--- config.mk ---
export PLATFORM = sky130hd
export DESIGN_NAME = muldiv_unit
export DESIGN_NICKNAME = d
export VERILOG_FILES = /design/src/rtl/muldiv_pkg.sv /design/src/rtl/muldiv_fast_mul.sv /design/src/rtl/muldiv_unit.sv
export SDC_FILE = /design/constraint.sdc
export NUM_CORES = 1
export LEC_CHECK = 0
export ABC_AREA = 1
export BUFFER_PORTS_ARGS = -buffer_cell sky130_fd_sc_hd__buf_4
export CAP_MARGIN = 40
export CORE_UTILIZATION = 45
export CTS_BUF_LIST = sky130_fd_sc_hd__clkbuf_4 sky130_fd_sc_hd__clkbuf_8
export DETAILED_ROUTE_END_ITERATION = 16
export PLACE_DENSITY = 0.66
export SYNTH_ARGS = -nofsm -noshare
export SYNTH_HDL_FRONTEND = slang
export SYNTH_SLANG_ARGS = --single-unit
--- constraint.sdc ---
create_clock -name clk -period 4.66 [get_ports clk]
set_clock_uncertainty 0.05 [all_clocks]
set_input_delay 1.165 -clock clk [delete_from_list [all_inputs] [get_ports clk]]
set_output_delay 1.165 -clock clk [all_outputs]
set_load 0.02 [all_outputs]
--- src/rtl/muldiv_pkg.sv ---
// Shared constants, op encodings and FSM state type for the RV32M multiply/divide unit.
// Optional single-cycle multiply path is enabled with MULDIV_FAST_MUL_EN.
package muldiv_pkg;

    localparam int XLEN = 32;

    localparam logic [2:0] MD_MUL    = 3'b000;
    localparam logic [2:0] MD_MULH   = 3'b001;
    localparam logic [2:0] MD_MULHSU = 3'b010;
    localparam logic [2:0] MD_MULHU  = 3'b011;
    localparam logic [2:0] MD_DIV    = 3'b100;
    localparam logic [2:0] MD_DIVU   = 3'b101;
    localparam logic [2:0] MD_REM    = 3'b110;
    localparam logic [2:0] MD_REMU   = 3'b111;

    typedef enum logic [1:0] {
        IDLE = 2'd0,
        CALC = 2'd1,
        FIX  = 2'd2,
        DONE = 2'd3
    } state_t;

    localparam logic [XLEN-1:0] DIV0_QUOT = {XLEN{1'b1}};
    localparam logic [XLEN-1:0] INT_MIN   = {1'b1, {(XLEN-1){1'b0}}};

    function automatic logic rs1_is_signed(input logic [2:0] op);
        return (op == MD_MULH) || (op == MD_MULHSU) || (op == MD_DIV) || (op == MD_REM);
    endfunction

    function automatic logic rs2_is_signed(input logic [2:0] op);
        return (op == MD_MULH) || (op == MD_DIV) || (op == MD_REM);
    endfunction

endpackage

--- src/rtl/muldiv_fast_mul.sv ---
// Single-cycle 33x33 signed multiplier used by the fast multiply path (MULDIV_FAST_MUL_EN).
module muldiv_fast_mul (
    input  logic signed [32:0] a,
    input  logic signed [32:0] b,
    output logic signed [65:0] p
);

    assign p = a * b;

endmodule

--- src/rtl/muldiv_unit.sv ---
// Iterative RV32M multiply/divide unit with start/busy/done handshake.
// Define MULDIV_FAST_MUL_EN to resolve all multiplies in one cycle at accept.
//
// state | meaning
// IDLE  | waiting for a request
// CALC  | 32 shift-add / restoring-divide iterations
// FIX   | sign correction and result select
// DONE  | done pulse, result valid; may accept the next request
module muldiv_unit
    import muldiv_pkg::*;
(
    input  logic            clk,
    input  logic            rst_n,
    input  logic            start,
    input  logic [2:0]      op,
    input  logic [XLEN-1:0] rs1,
    input  logic [XLEN-1:0] rs2,
    input  logic            flush,
    output logic            busy,
    output logic            done,
    output logic [XLEN-1:0] result
);

    state_t            state_q, state_d;
    logic              busy_q, busy_d;
    logic              done_q, done_d;
    logic [XLEN-1:0]   result_q, result_d;
    logic [2:0]        op_q, op_d;
    logic [XLEN-1:0]   a_q, a_d;
    logic [XLEN-1:0]   b_q, b_d;
    logic              sign_q, sign_d;
    logic [4:0]        cnt_q, cnt_d;
    logic [2*XLEN-1:0] acc_q, acc_d;
    logic [XLEN-1:0]   rem_q, rem_d;

    logic              neg_a, neg_b;
    logic [XLEN-1:0]   mag_a, mag_b;
    logic              div_zero, div_ovf;
    logic [XLEN:0]     mul_sum;
    logic [XLEN:0]     rem_shift, rem_diff;
    logic [2*XLEN-1:0] prod_fix;
    logic [XLEN-1:0]   quo_fix, rem_fix;

`ifdef MULDIV_FAST_MUL_EN
    logic signed [32:0] fast_a, fast_b;
    logic signed [65:0] fast_p;

    assign fast_a = {rs1_is_signed(op) & rs1[XLEN-1], rs1};
    assign fast_b = {rs2_is_signed(op) & rs2[XLEN-1], rs2};

    muldiv_fast_mul u_fast_mul (
        .a (fast_a),
        .b (fast_b),
        .p (fast_p)
    );
`endif

    always_comb begin
        neg_a    = rs1_is_signed(op) & rs1[XLEN-1];
        neg_b    = rs2_is_signed(op) & rs2[XLEN-1];
        mag_a    = neg_a ? -rs1 : rs1;
        mag_b    = neg_b ? -rs2 : rs2;
        div_zero = op[2] && (rs2 == '0);
        div_ovf  = ((op == MD_DIV) || (op == MD_REM)) && (rs1 == INT_MIN) && (rs2 == '1);

        // Accumulator high word plus multiplicand, carry kept for the right shift.
        mul_sum   = {1'b0, acc_q[2*XLEN-1:XLEN]} + (acc_q[0] ? {1'b0, a_q} : '0);
        rem_shift = {rem_q, acc_q[XLEN-1]};
        rem_diff  = rem_shift - {1'b0, b_q};

        prod_fix = sign_q ? -acc_q : acc_q;
        quo_fix  = sign_q ? -acc_q[XLEN-1:0] : acc_q[XLEN-1:0];
        rem_fix  = sign_q ? -rem_q : rem_q;
    end

    always_comb begin
        state_d  = state_q;
        result_d = result_q;
        op_d     = op_q;
        a_d      = a_q;
        b_d      = b_q;
        sign_d   = sign_q;
        cnt_d    = cnt_q;
        acc_d    = acc_q;
        rem_d    = rem_q;

        if (flush) begin
            state_d = IDLE;
        end else begin
            unique case (state_q)
                IDLE, DONE: begin
                    state_d = IDLE;
                    if (start) begin
                        op_d   = op;
                        a_d    = mag_a;
                        b_d    = mag_b;
                        sign_d = (op[2] && op[1]) ? neg_a : (neg_a ^ neg_b);
                        cnt_d  = 5'd31;
                        rem_d  = '0;
                        acc_d  = op[2] ? {{XLEN{1'b0}}, mag_a} : {{XLEN{1'b0}}, mag_b};
                        if (div_zero) begin
                            result_d = op[1] ? rs1 : DIV0_QUOT;
                            state_d  = DONE;
                        end else if (div_ovf) begin
                            result_d = op[1] ? '0 : INT_MIN;
                            state_d  = DONE;
`ifdef MULDIV_FAST_MUL_EN
                        end else if (!op[2]) begin
                            result_d = (op == MD_MUL) ? fast_p[XLEN-1:0] : fast_p[2*XLEN-1:XLEN];
                            state_d  = DONE;
`endif
                        end else begin
                            state_d = CALC;
                        end
                    end
                end
                CALC: begin
                    if (!op_q[2]) begin
                        acc_d = {mul_sum, acc_q[XLEN-1:1]};
                    end else if (!rem_diff[XLEN]) begin
                        rem_d = rem_diff[XLEN-1:0];
                        acc_d = {{XLEN{1'b0}}, acc_q[XLEN-2:0], 1'b1};
                    end else begin
                        rem_d = rem_shift[XLEN-1:0];
                        acc_d = {{XLEN{1'b0}}, acc_q[XLEN-2:0], 1'b0};
                    end
                    if (cnt_q == 5'd0) begin
                        state_d = FIX;
                    end else begin
                        cnt_d = cnt_q - 5'd1;
                    end
                end
                FIX: begin
                    if (!op_q[2]) begin
                        result_d = (op_q == MD_MUL) ? acc_q[XLEN-1:0] : prod_fix[2*XLEN-1:XLEN];
                    end else begin
                        result_d = op_q[1] ? rem_fix : quo_fix;
                    end
                    state_d = DONE;
                end
                default: state_d = IDLE;
            endcase
        end

        busy_d = (state_d == CALC) || (state_d == FIX);
        done_d = (state_d == DONE);
    end

    always_ff @(posedge clk or negedge rst_n) begin
        if (!rst_n) begin
            state_q  <= IDLE;
            busy_q   <= 1'b0;
            done_q   <= 1'b0;
            result_q <= '0;
            op_q     <= MD_MUL;
            a_q      <= '0;
            b_q      <= '0;
            sign_q   <= 1'b0;
            cnt_q    <= '0;
            acc_q    <= '0;
            rem_q    <= '0;
        end else begin
            state_q  <= state_d;
            busy_q   <= busy_d;
            done_q   <= done_d;
            result_q <= result_d;
            op_q     <= op_d;
            a_q      <= a_d;
            b_q      <= b_d;
            sign_q   <= sign_d;
            cnt_q    <= cnt_d;
            acc_q    <= acc_d;
            rem_q    <= rem_d;
        end
    end

    assign busy   = busy_q;
    assign done   = done_q;
    assign result = result_q;

endmodule

# [Yosys cells after proc, flatten, opt, wreduce, memory -nomap -nowiden]
# Index checks and enable logic that the tools add are counted.
# W data, S select, Z words.
[word_totals] ff_bits=205 inputBits=71 output_inout_bits=34 elab_cells=96
[op_classes] add_sub_neg=8 eq_ne=16 muxes=34 bitwise=4 n_reduce_logical=23
[ops] cell="$mux W32" n=17
[ops] cell="$mux W64" n=3
[ops] cell="$neg A32 Y32" n=4
[ops] cell="$pmux W32 S2" n=2
[ops] cell="$pmux W64 S2" n=1
[ops] cell="$eq A32 B32 Y1 const B" n=2
[ops] cell="$neg A64 Y64" n=1
[ops] cell="$add A32 B32 Y33" n=1
[ops] cell="$sub A33 B32 Y33" n=1
[ops] cell="$logic_not A32 Y1" n=1
[ops] cell="$reduce_and A4 Y1" n=3
[ops] cell="$mux W2" n=5
[ops] cell="$mux W5" n=2
[ops] cell="$pmux W5 S2" n=1
[ops] cell="$eq A2 B2 Y1 const B" n=4
[ops] cell="$logic_or A1 B1 Y1" n=7
[ops] cell="$eq A3 B3 Y1 const B" n=2
[ops] cell="$ne A2 B2 Y1 const B" n=3
[ops] cell="$pmux W2 S3" n=1
[ops] cell="$reduce_and A3 Y1" n=2
[ops] cell="$logic_not A5 Y1" n=1
[ops] cell="$sub A5 B1 Y5 const B" n=1
[ops] cell="$eq A2 B1 Y1 const B" n=2
[ops] cell="$logic_and A1 B1 Y1" n=4
[ops] cell="other kinds (11)" n=14

# [Depth between registers and ports, before layout]
# Gate-level depths: netlist (run 1).
[depth] depth_word=11 mapped_depth=18 ltp_nobuf=17

# [Worst setup path before layout (run 1)]
# OpenSTA, ideal clock, no wires.
[synth_timing] path_type="input -> register" start="input port rs2[0]" end="register result_q[23] (netlist: result[23])" setup_time_ns=0.077 arrival_time_ns=2.561 required_ns=4.533 setup_slack_ns=1.972 path_stages=11 path_buffers=1 path_cell_list="inv_1 ha_1 nand4_2 nor2_4 nand3b_2 nor3_2 nand3_2 buf_6 a21oi_1 nor2_1 a21oi_1"
[synth_between] elab_chain_cells=5 word_cells_on_any_way=9 cone_classes="eq/ne: 2; mux: 3; reduce/logical: 4"
[synth_lines] item="start: declaration" line="muldiv_unit.sv:17" rtl="input logic [XLEN-1:0] rs2,"
[synth_lines] item="$logic_not A32 Y1" line="muldiv_unit.sv:63" rtl="div_zero = op[2] && (rs2 == '0);"
[synth_lines] item="$logic_and A1 B1 Y1" line="muldiv_unit.sv:63"
[synth_lines] item="$mux W32" line="muldiv_unit.sv:101" rtl="if (div_zero) begin"
[synth_lines] item="$mux W32" line="muldiv_unit.sv:93" rtl="if (start) begin"
[synth_lines] item="$pmux W32 S2" line="muldiv_unit.sv:90" rtl="unique case (state_q)"
[synth_lines] item="end signal: assignment" line="muldiv_unit.sv:166" rtl="result_q <= result_d;"
[synth_lines] item="end: declaration" line="muldiv_unit.sv:27" rtl="logic [XLEN-1:0] result_q, result_d;"
# Parallel ways exist; a longest one is shown, timed or not. The select of a mux whose other input is x is not followed.
# A chain may end at the register's enable or synchronous reset.

# [Worst setup path after layout (run 1)]
[layout_timing] start="register acc_q[0]" end="register acc_q[61]"
[layout_between] elab_chain_cells=4
[layout_lines] item="start: declaration" line="muldiv_unit.sv:33" rtl="logic [2*XLEN-1:0] acc_q, acc_d;"
[layout_lines] item="start signal: assignment" line="muldiv_unit.sv:160" rtl="acc_q <= '0;"
[layout_lines] item="start signal: assignment" line="muldiv_unit.sv:172" rtl="acc_q <= acc_d;"
[layout_lines] item="$mux W32" line="muldiv_unit.sv:67" rtl="mul_sum = {1'b0, acc_q[2*XLEN-1:XLEN]} + (acc_q[0] ? {1'b0, a_q} : '0);"
[layout_lines] item="$add A32 B32 Y33" line="muldiv_unit.sv:67"
[layout_lines] item="$mux W64" line="muldiv_unit.sv:118" rtl="if (!op_q[2]) begin"
[layout_lines] item="$pmux W64 S2" line="muldiv_unit.sv:90"
# No other way between the ends.

==> summary.md, run 1 <==
The flow ran to the end, and the final reports show no timing, DRC or antenna violations. In this run, synthesis inferred 0 flip-flops with an integrated enable. Max-slew violation count: 0. The root buffer selected by CTS was clkbuf_8. For the pin with the worst max-slew slack, the measured transition is 0.9172 ns. After synthesis the cells add up to 19780 um^2. In the routed layout, each cell is associated on average with a via count of 5.917.

After clock tree synthesis, the repair step resized 0 gates. The logs give 0 ns for the sum of negative setup slack and 0 for the antenna diode count. The tools report the clock sink total as 205. The met1 usage was 58.17%. The startpoint identified for the worst register-to-register timing path is acc_q[0].

The detailed-route wire length was 90.85 mm; the via total after detailed routing was 23440. The logs give 3885 for the cell total after placement and 71.83 mm for the HPWL reported at the end of detailed placement. Clock-pin slew was measured on the worst setup and hold paths at 0.07 ns. The clock insertion delay at the later pin of the skew report is 0.64 ns, and the overall fraction of global-route tracks in use is 40.29%. Among all flip-flop cells after synthesis, the most frequent one is dfrtp_1. IR analysis of the VDD net gives a maximum drop of 0.4370 mV. In the final design database the tool counted 3490 nets. The logs give 0 for the number of violations of the max-capacitance limit and 4.10 ns for the data arrival time of the critical path. TritonCTS created 42 clock buffers. For this run, the register share of the synthesized area comes to 25.94%. The number of nets in the synthesized netlist is 3441.

The routed length per instance came out at 22.94 um. Global routing consumed, on the met3 layer, 9.539% of the routing resources. The longest clock path from root to sink contains 3 buffers. The pre-antenna-repair detailed-routing pass consisted of 7 iterations.

The start point of the worst min-delay path was a_q[7]. In this run the tightest slew margin relative to its limit is 38.79%. The tools report the total global routing overflow as 0.

The final period demand of the worst path was 3.621 ns; the final hold violation count was 0. Compared with the post-synthesis result, the final layout area differs by 10.74%. Counting flops and latches in the post-synthesis netlist gives 205. Setup violations remaining at the end of the flow were counted as 0. The critical-path maximum fanout works out to 30. The period utilization works out to 77.71%. The setup path with the least slack is of type reg2reg. TritonCTS built the clock tree. Yosys printed 0 warnings.

The number of core rows was 76; the mean instance size in the synthesized netlist was 6.002 um^2. Timing would allow up to 276.1 MHz. The first global-routing pass estimated 133.2 mm of wire. The busiest metal layer after global routing is met1.

The proportion of netlist area held by the largest area contributor was 25.94%. Entering global routing, the biggest net connects 92 pins. For the count of filler cells inserted in the layout, the log shows 4702. Tracing the worst setup path back leads to its startpoint at acc_q[0]. After synthesis, the most frequently instantiated cells are nand2_1, nor2_1, nand3_1, inv_1, a21oi_1. The most common cell in the synthesized netlist is nand2_1.

In the routed design, unresolved DRC markers number 0. For this design the ratio of total power to cell area is 578.5 nW/um^2. Post-synthesis instance total: 3295. The tools report the startpoint kind of the worst setup timing path as a register.

At the end of routability-driven placement, the weighted congestion stood at 1.094. Hold is met by 0.4348 ns. The worst hold path belongs to the class reg2reg. Summed over all cells, the static leakage comes to 11.36 nW. By area the synthesized netlist is led by dfrtp_1, nand2_1, nand3_1. Global routing used 56.89% of the available met2 tracks.

The number of global-route vias before repair came out at 21130. The port buffer count was 104; the final antenna-violating net count was 0. The die outline height was 211.6 um; the die area was 44790 um^2. The worst setup path is captured at a register. The number of hold-repair buffers added at the cts stage was 0.

Leaving out filler cells and counting taps, the final layout contains 3961. The logs give 2 for the count of H-tree levels built during CTS and 45.81% for the effective utilization at floorplan. The run gives 0 as the buffer count from post-CTS setup fixing. For the worst setup path, the data required time is 5.14 ns. The fraction of final layout cells with drive strength greater than 1 came out at 8.146%.

Yosys mapped the design onto 58 distinct sky130hd cell types. The number of DRC markers after the initial detailed-route iteration is 3185, and the share of synthesized registers carrying an async set or reset is 100.0%. The die is 211.6 um wide.

The tools report the total power draw as 12.67 mW. Setup repair after global routing left no endpoint under its margin. The synthesized design spends more area on one cell type than any other, namely dfrtp_1. The run gives 43170 um^2 as the area of the core.

Pin placement for this block handled 105 I/O pins. The utilization of the core after routing came out at 50.73%. For the number of antenna violations at the first check in global routing, the log shows 1.
-- power by group --
part,switching [mW],internal (mW)
Clock,0.939,1.13
Combinational,4.99,2.19
Sequential,1.01,2.41
-- path summary, 6_finish.rpt --
path / end / slack (ns) / depth (start not counted)
max in group asynchronous: b_q[7] / 3.07 / 2
worst max-delay path: acc_q[61] / 1.04 / 15
worst max register to register: acc_q[61] / 1.04 / 15
worst min register to register: a_q[7] / 0.43 / 2
min in group asynchronous: rem_q[10] / 0.52 / 1
worst min-delay path: a_q[7] / 0.43 / 2
-- cell usage in the layout, fill, tap and decap left out, drive strengths merged, types with 14 or more instances in the layout --
master / instances
inv: 370
buf: 130
nor3: 39
nor2: 505
nand4: 39
a31oi: 31
dfrtp: 205
nand2: 897
a21oi: 208
xor2: 40
o211ai: 21
a221oi: 31
nand3b: 23
clkbuf: 61
o21ai: 196
ha: 73
nand3: 397
a22oi: 14
-- through the flow --
stage / worst slack, ns / cell area, um^2
floorplan: 1.972 / 19780
global placement: 0.7427 / 20940
detailed placement: 0.7841 / 21000
CTS: 1.180 / 21900
global route: 0.9025 / 21900
finish: 1.039 / 21900
-- cell families (layout without fill, tap and decap cells) --
kind of cell | count (synthesis) | after routing | synth area share (%)
buf+inv | 496 | 577 | 9.901
flops | 205 | 205 | 25.94
simple gates | 1920 | 1920 | 41.30
compound gates | 546 | 546 | 15.70
xor+xnor | 53 | 53 | 2.347
fa+ha+maj | 75 | 75 | 4.821
-- layer usage --
| layer | up-vias | wire [um] |
|---|---|---|
| met4 | 2 | 4002 |
| li1 | 10930 | - |
| met5 | - | 13 |
| met1 | 11000 | 40130 |
| met3 | 196 | 10080 |
| met2 | 1312 | 36620 |
-- critical path, cell delays in order, from the launching register on --
cell     delay [ns]
dfrtp_1        0.42
buf_4          0.34
nand2_1        0.30
fa_1           0.51
inv_1          0.11
nand2_1        0.07
o21ai_1        0.34
a21oi_1        0.18
o21ai_1        0.47
nand2_1        0.12
nand2_1        0.18
nand2_1        0.16
nand2_1        0.09
nand2_1        0.05
nand3_1        0.06
nand2_1        0.05
-- final cells by class --
class	count	area, um^2	area share, %
multi-input cells	2594	12710	58.02
well taps	585	732.0	3.342
inverters	371	1395	6.370
repair buffers	130	1031	4.707
clock buffers	61	770.7	3.519
flip-flops and latches	205	5135	23.44
clock inverters	15	130.1	0.5941
-- flip-flops by register name, indices dropped and copies added, names as in the netlist, 2 cells and up --
name	count
a_q	32
acc_q	64
b_q	32
cnt_q	5
op_q	3
rem_q	32
result	32
state_q	2
No activity file was read; power rests on OpenSTA's default activity.
==> inputs of run 2 (changes only) <==
==> constraint.sdc (replaced) <==
create_clock -name clk -period 3.55 [get_ports clk]
set_clock_uncertainty 0.05 [all_clocks]
set_input_delay 0.8875 -clock clk [delete_from_list [all_inputs] [get_ports clk]]
set_output_delay 0.8875 -clock clk [all_outputs]
set_load 0.02 [all_outputs]
==> summary.md, run 2 (synthesis gave the netlist of run 1 again) <==
For the final hold violation count, the log shows 0. Tracing the worst setup path back leads to its startpoint at acc_q[31]. Once layout is complete, the utilization of the core stands at 51.08%. The post-route netlist has 8.579% of its cells at a drive strength greater than 1. The tools report the setup slack of the critical path after layout as 0.2987 ns.

For the HPWL reported at the end of detailed placement, the log shows 71.70 mm. For this run, the slowest stage of the critical path takes 0.49 ns. The pre-antenna-repair detailed-routing pass consisted of 8 iterations. The number of buffers and inverters on the critical path was 2. Measured against its own limit, the worst slew margin works out to 43.26%.

The die is 211.6 um tall. For the buffer count from post-CTS setup fixing, the log shows 0. The buffer levels on the longest clock path came out at 3. The number of clock buffers added by TritonCTS is 40. Compared with the post-synthesis result, the final layout area differs by 11.51%. Clock latency on the worst-skew pair, taken at its later pin, is 0.64 ns. STA puts the critical path data required time at 4.03 ns. TritonCTS built the clock tree. The count of H-tree levels built during CTS was 2. Among all stages on the critical path, the largest delay is contributed by dfrtp_1.

The tools report the startpoint kind of the worst setup timing path as a register. The max-slew violation count was 0. The worst setup path is captured at a register. At the end of the flow, the number of nets in the layout was 3507. The run gives 71 as the pin count of the biggest net entering global routing. Setup violations remaining at the end of the flow were counted as 0. In this run the power density over the cells is 757.9 nW/um^2. The run finished with clean final reports. Summing over every cut layer, the via total after detailed routing is 23580.

The port buffer count is 104. Once layout is done, the placed cells without fillers occupy 22050 um^2. After the flow finishes, the layout carries non-filler instances totaling 3980. The area of the core came out at 43170 um^2.

The run gives 11.46 nW as the leakage power summed over all cells. The actual transition at the worst max-transition pin came out at 0.8422 ns. The number of antenna violations at the first check in global routing is 4, and the sum of negative setup slack is 0 ns. In this run the worst path has a maximum fanout of 25.

For the number of violations of the max-capacitance limit, the log shows 0. The final antenna-violating net count came out at 0. The startpoint identified for the worst register-to-register timing path is acc_q[31]. Counting the fill cells in the layout gives 4604. 105 I/O pins were placed.

Walking the worst path, the cells encountered are inv_1 > ha_1 > fa_1 > inv_1 > nand3_1 > nand2_2 > nand3_2 > nand2_2 > nand2_1 > nand2_2 > nand3b_4 > nand2_4 > nand2_4 > nand2_4 > nand2_1 > nand3_1 > nand2_1. The top cell types in the final layout, fill and taps aside, are nand2_1, nor2_1, nand3_1. After clock tree synthesis, the repair step resized 0 gates.

Routability-driven placement finished with a final weighted congestion of 1.039. For this configuration, the core starts out at a cell density of 45.81%. The number of global-route vias before repair is 21040. Setup repair after global routing left no endpoint under its margin. Clock-pin slew was measured on the worst setup and hold paths at 0.06 ns. Timing analysis after detailed placement gives a worst setup slack of 0.2619 ns.

In this run the worst hold path is classified as in2async. More flip-flops sit in one register than any other, and that register is acc_q. The tools report the detailed-route wire length as 90.14 mm.

Critical setup path kind: reg2reg. Buffers inserted to repair hold after CTS numbered 0. The register with the most flip-flops in the layout has 64 of them. The overall fraction of global-route tracks in use is 39.97%, and the routed length per instance is 22.65 um. The first routing iteration left 3484 violations. The root buffer selected by CTS is clkbuf_8. The first global-routing pass estimated 132.6 mm of wire. In the finished design, the share of the clock period the worst path needs comes to 91.59%.

The tools report the die area as 44790 um^2. CTS saw 205 sinks. For this run, design rule violations remaining after detail routing come to 0. The cell total after placement was 3904; the per-cell via count in the routed design was 5.924. The total global routing overflow was 0. The clock period could shrink to 3.251 ns.

The dominant delay contributor by cell family on the critical path is simple AND/OR/NAND/NOR gates. After floorplanning, the core was divided into 76 placement rows. Timing would allow up to 307.6 MHz.

The die span in x was 211.6 um. Maximum vdd ir drop: 0.5948 mV. In this run the cell area measured after placement is 21130 um^2.

The most common cell after layout, fill and taps aside is nand2_1. STA puts the critical path data arrival time at 3.73 ns.
run 2: cell count changes in the layout (fill, tap and decap cells not counted), sizes merged:
| cell | previous run | this run |
|---|---|---|
| inv | 370 | 371 |
| diode | 0 | 3 |
| bufinv | 1 | 2 |
| clkbuf | 61 | 63 |
| buf | 130 | 149 |
| clkinvlp | 3 | 1 |
| clkinv | 12 | 7 |
run 2: worst paths after layout:
| path | to | slack, ns | depth (start not counted) |
|---|---|---|---|
| worst min register to register | b_q[18] | 0.45 | 2 |
| worst max-delay path | rem_q[25] | 0.30 | 17 |
| worst min-delay path | rem_q[9] | 0.14 | 1 |
| min in group clk | b_q[18] | 0.45 | 2 |
| max in group asynchronous | rem_q[7] | 2.41 | 3 |
| worst max register to register | rem_q[25] | 0.30 | 17 |
run 2: through the flow:
stage	power, mW	hold slack, ns
2_1_floorplan	9.978	0.3992
3_3_place_gp	13.43	0.4203
3_5_place_dp	13.48	0.4320
4_1_cts	16.32	0.1300
5_1_grt	17.69	0.1557
6_report	16.72	0.1407
run 2: layout make-up:
class | instances | area [um^2] | share of cell area (%)
clock buffer | 63 | 792.0 | 3.591
timing repair buffer | 149 | 1164 | 5.276
antenna | 3 | 7.507 | 0.03404
tap | 585 | 732.0 | 3.319
inverter | 371 | 1395 | 6.326
sequential | 205 | 5135 | 23.28
multi-input combinational | 2594 | 12710 | 57.62
clock inverter | 10 | 120.1 | 0.5446
run 2: power by group:
group          total (mW)  internal, mW  switching, mW
sequential           4.53          3.16           1.37
combinational        9.38          2.92           6.47
clock                2.80          1.58           1.23
run 2: routing by layer:
metal / global-route usage (%) / part of all wire, % / wire length (um) / vias to the layer above
li1: - / - / - / 10970
met4: 17.02 / 4.7 / 4200 / 8
met3: 9.019 / 11 / 10370 / 212
met1: 59.05 / 44 / 40060 / 10990
met5: 0 / 0.049 / 44 / -
met2: 54.92 / 39 / 35470 / 1395
run 2: worst register-to-register path, stage by stage (launching register included):
cell and delay [ns]:
dfrtp_1 0.49, inv_1 0.18, ha_1 0.26, fa_1 0.43, inv_1 0.11, nand3_1 0.08
nand2_2 0.11, nand3_2 0.07, nand2_2 0.12, nand2_1 0.08, nand2_2 0.13, nand3b_4 0.14
nand2_4 0.11, nand2_4 0.18, nand2_4 0.31, nand2_1 0.16, nand3_1 0.09, nand2_1 0.06
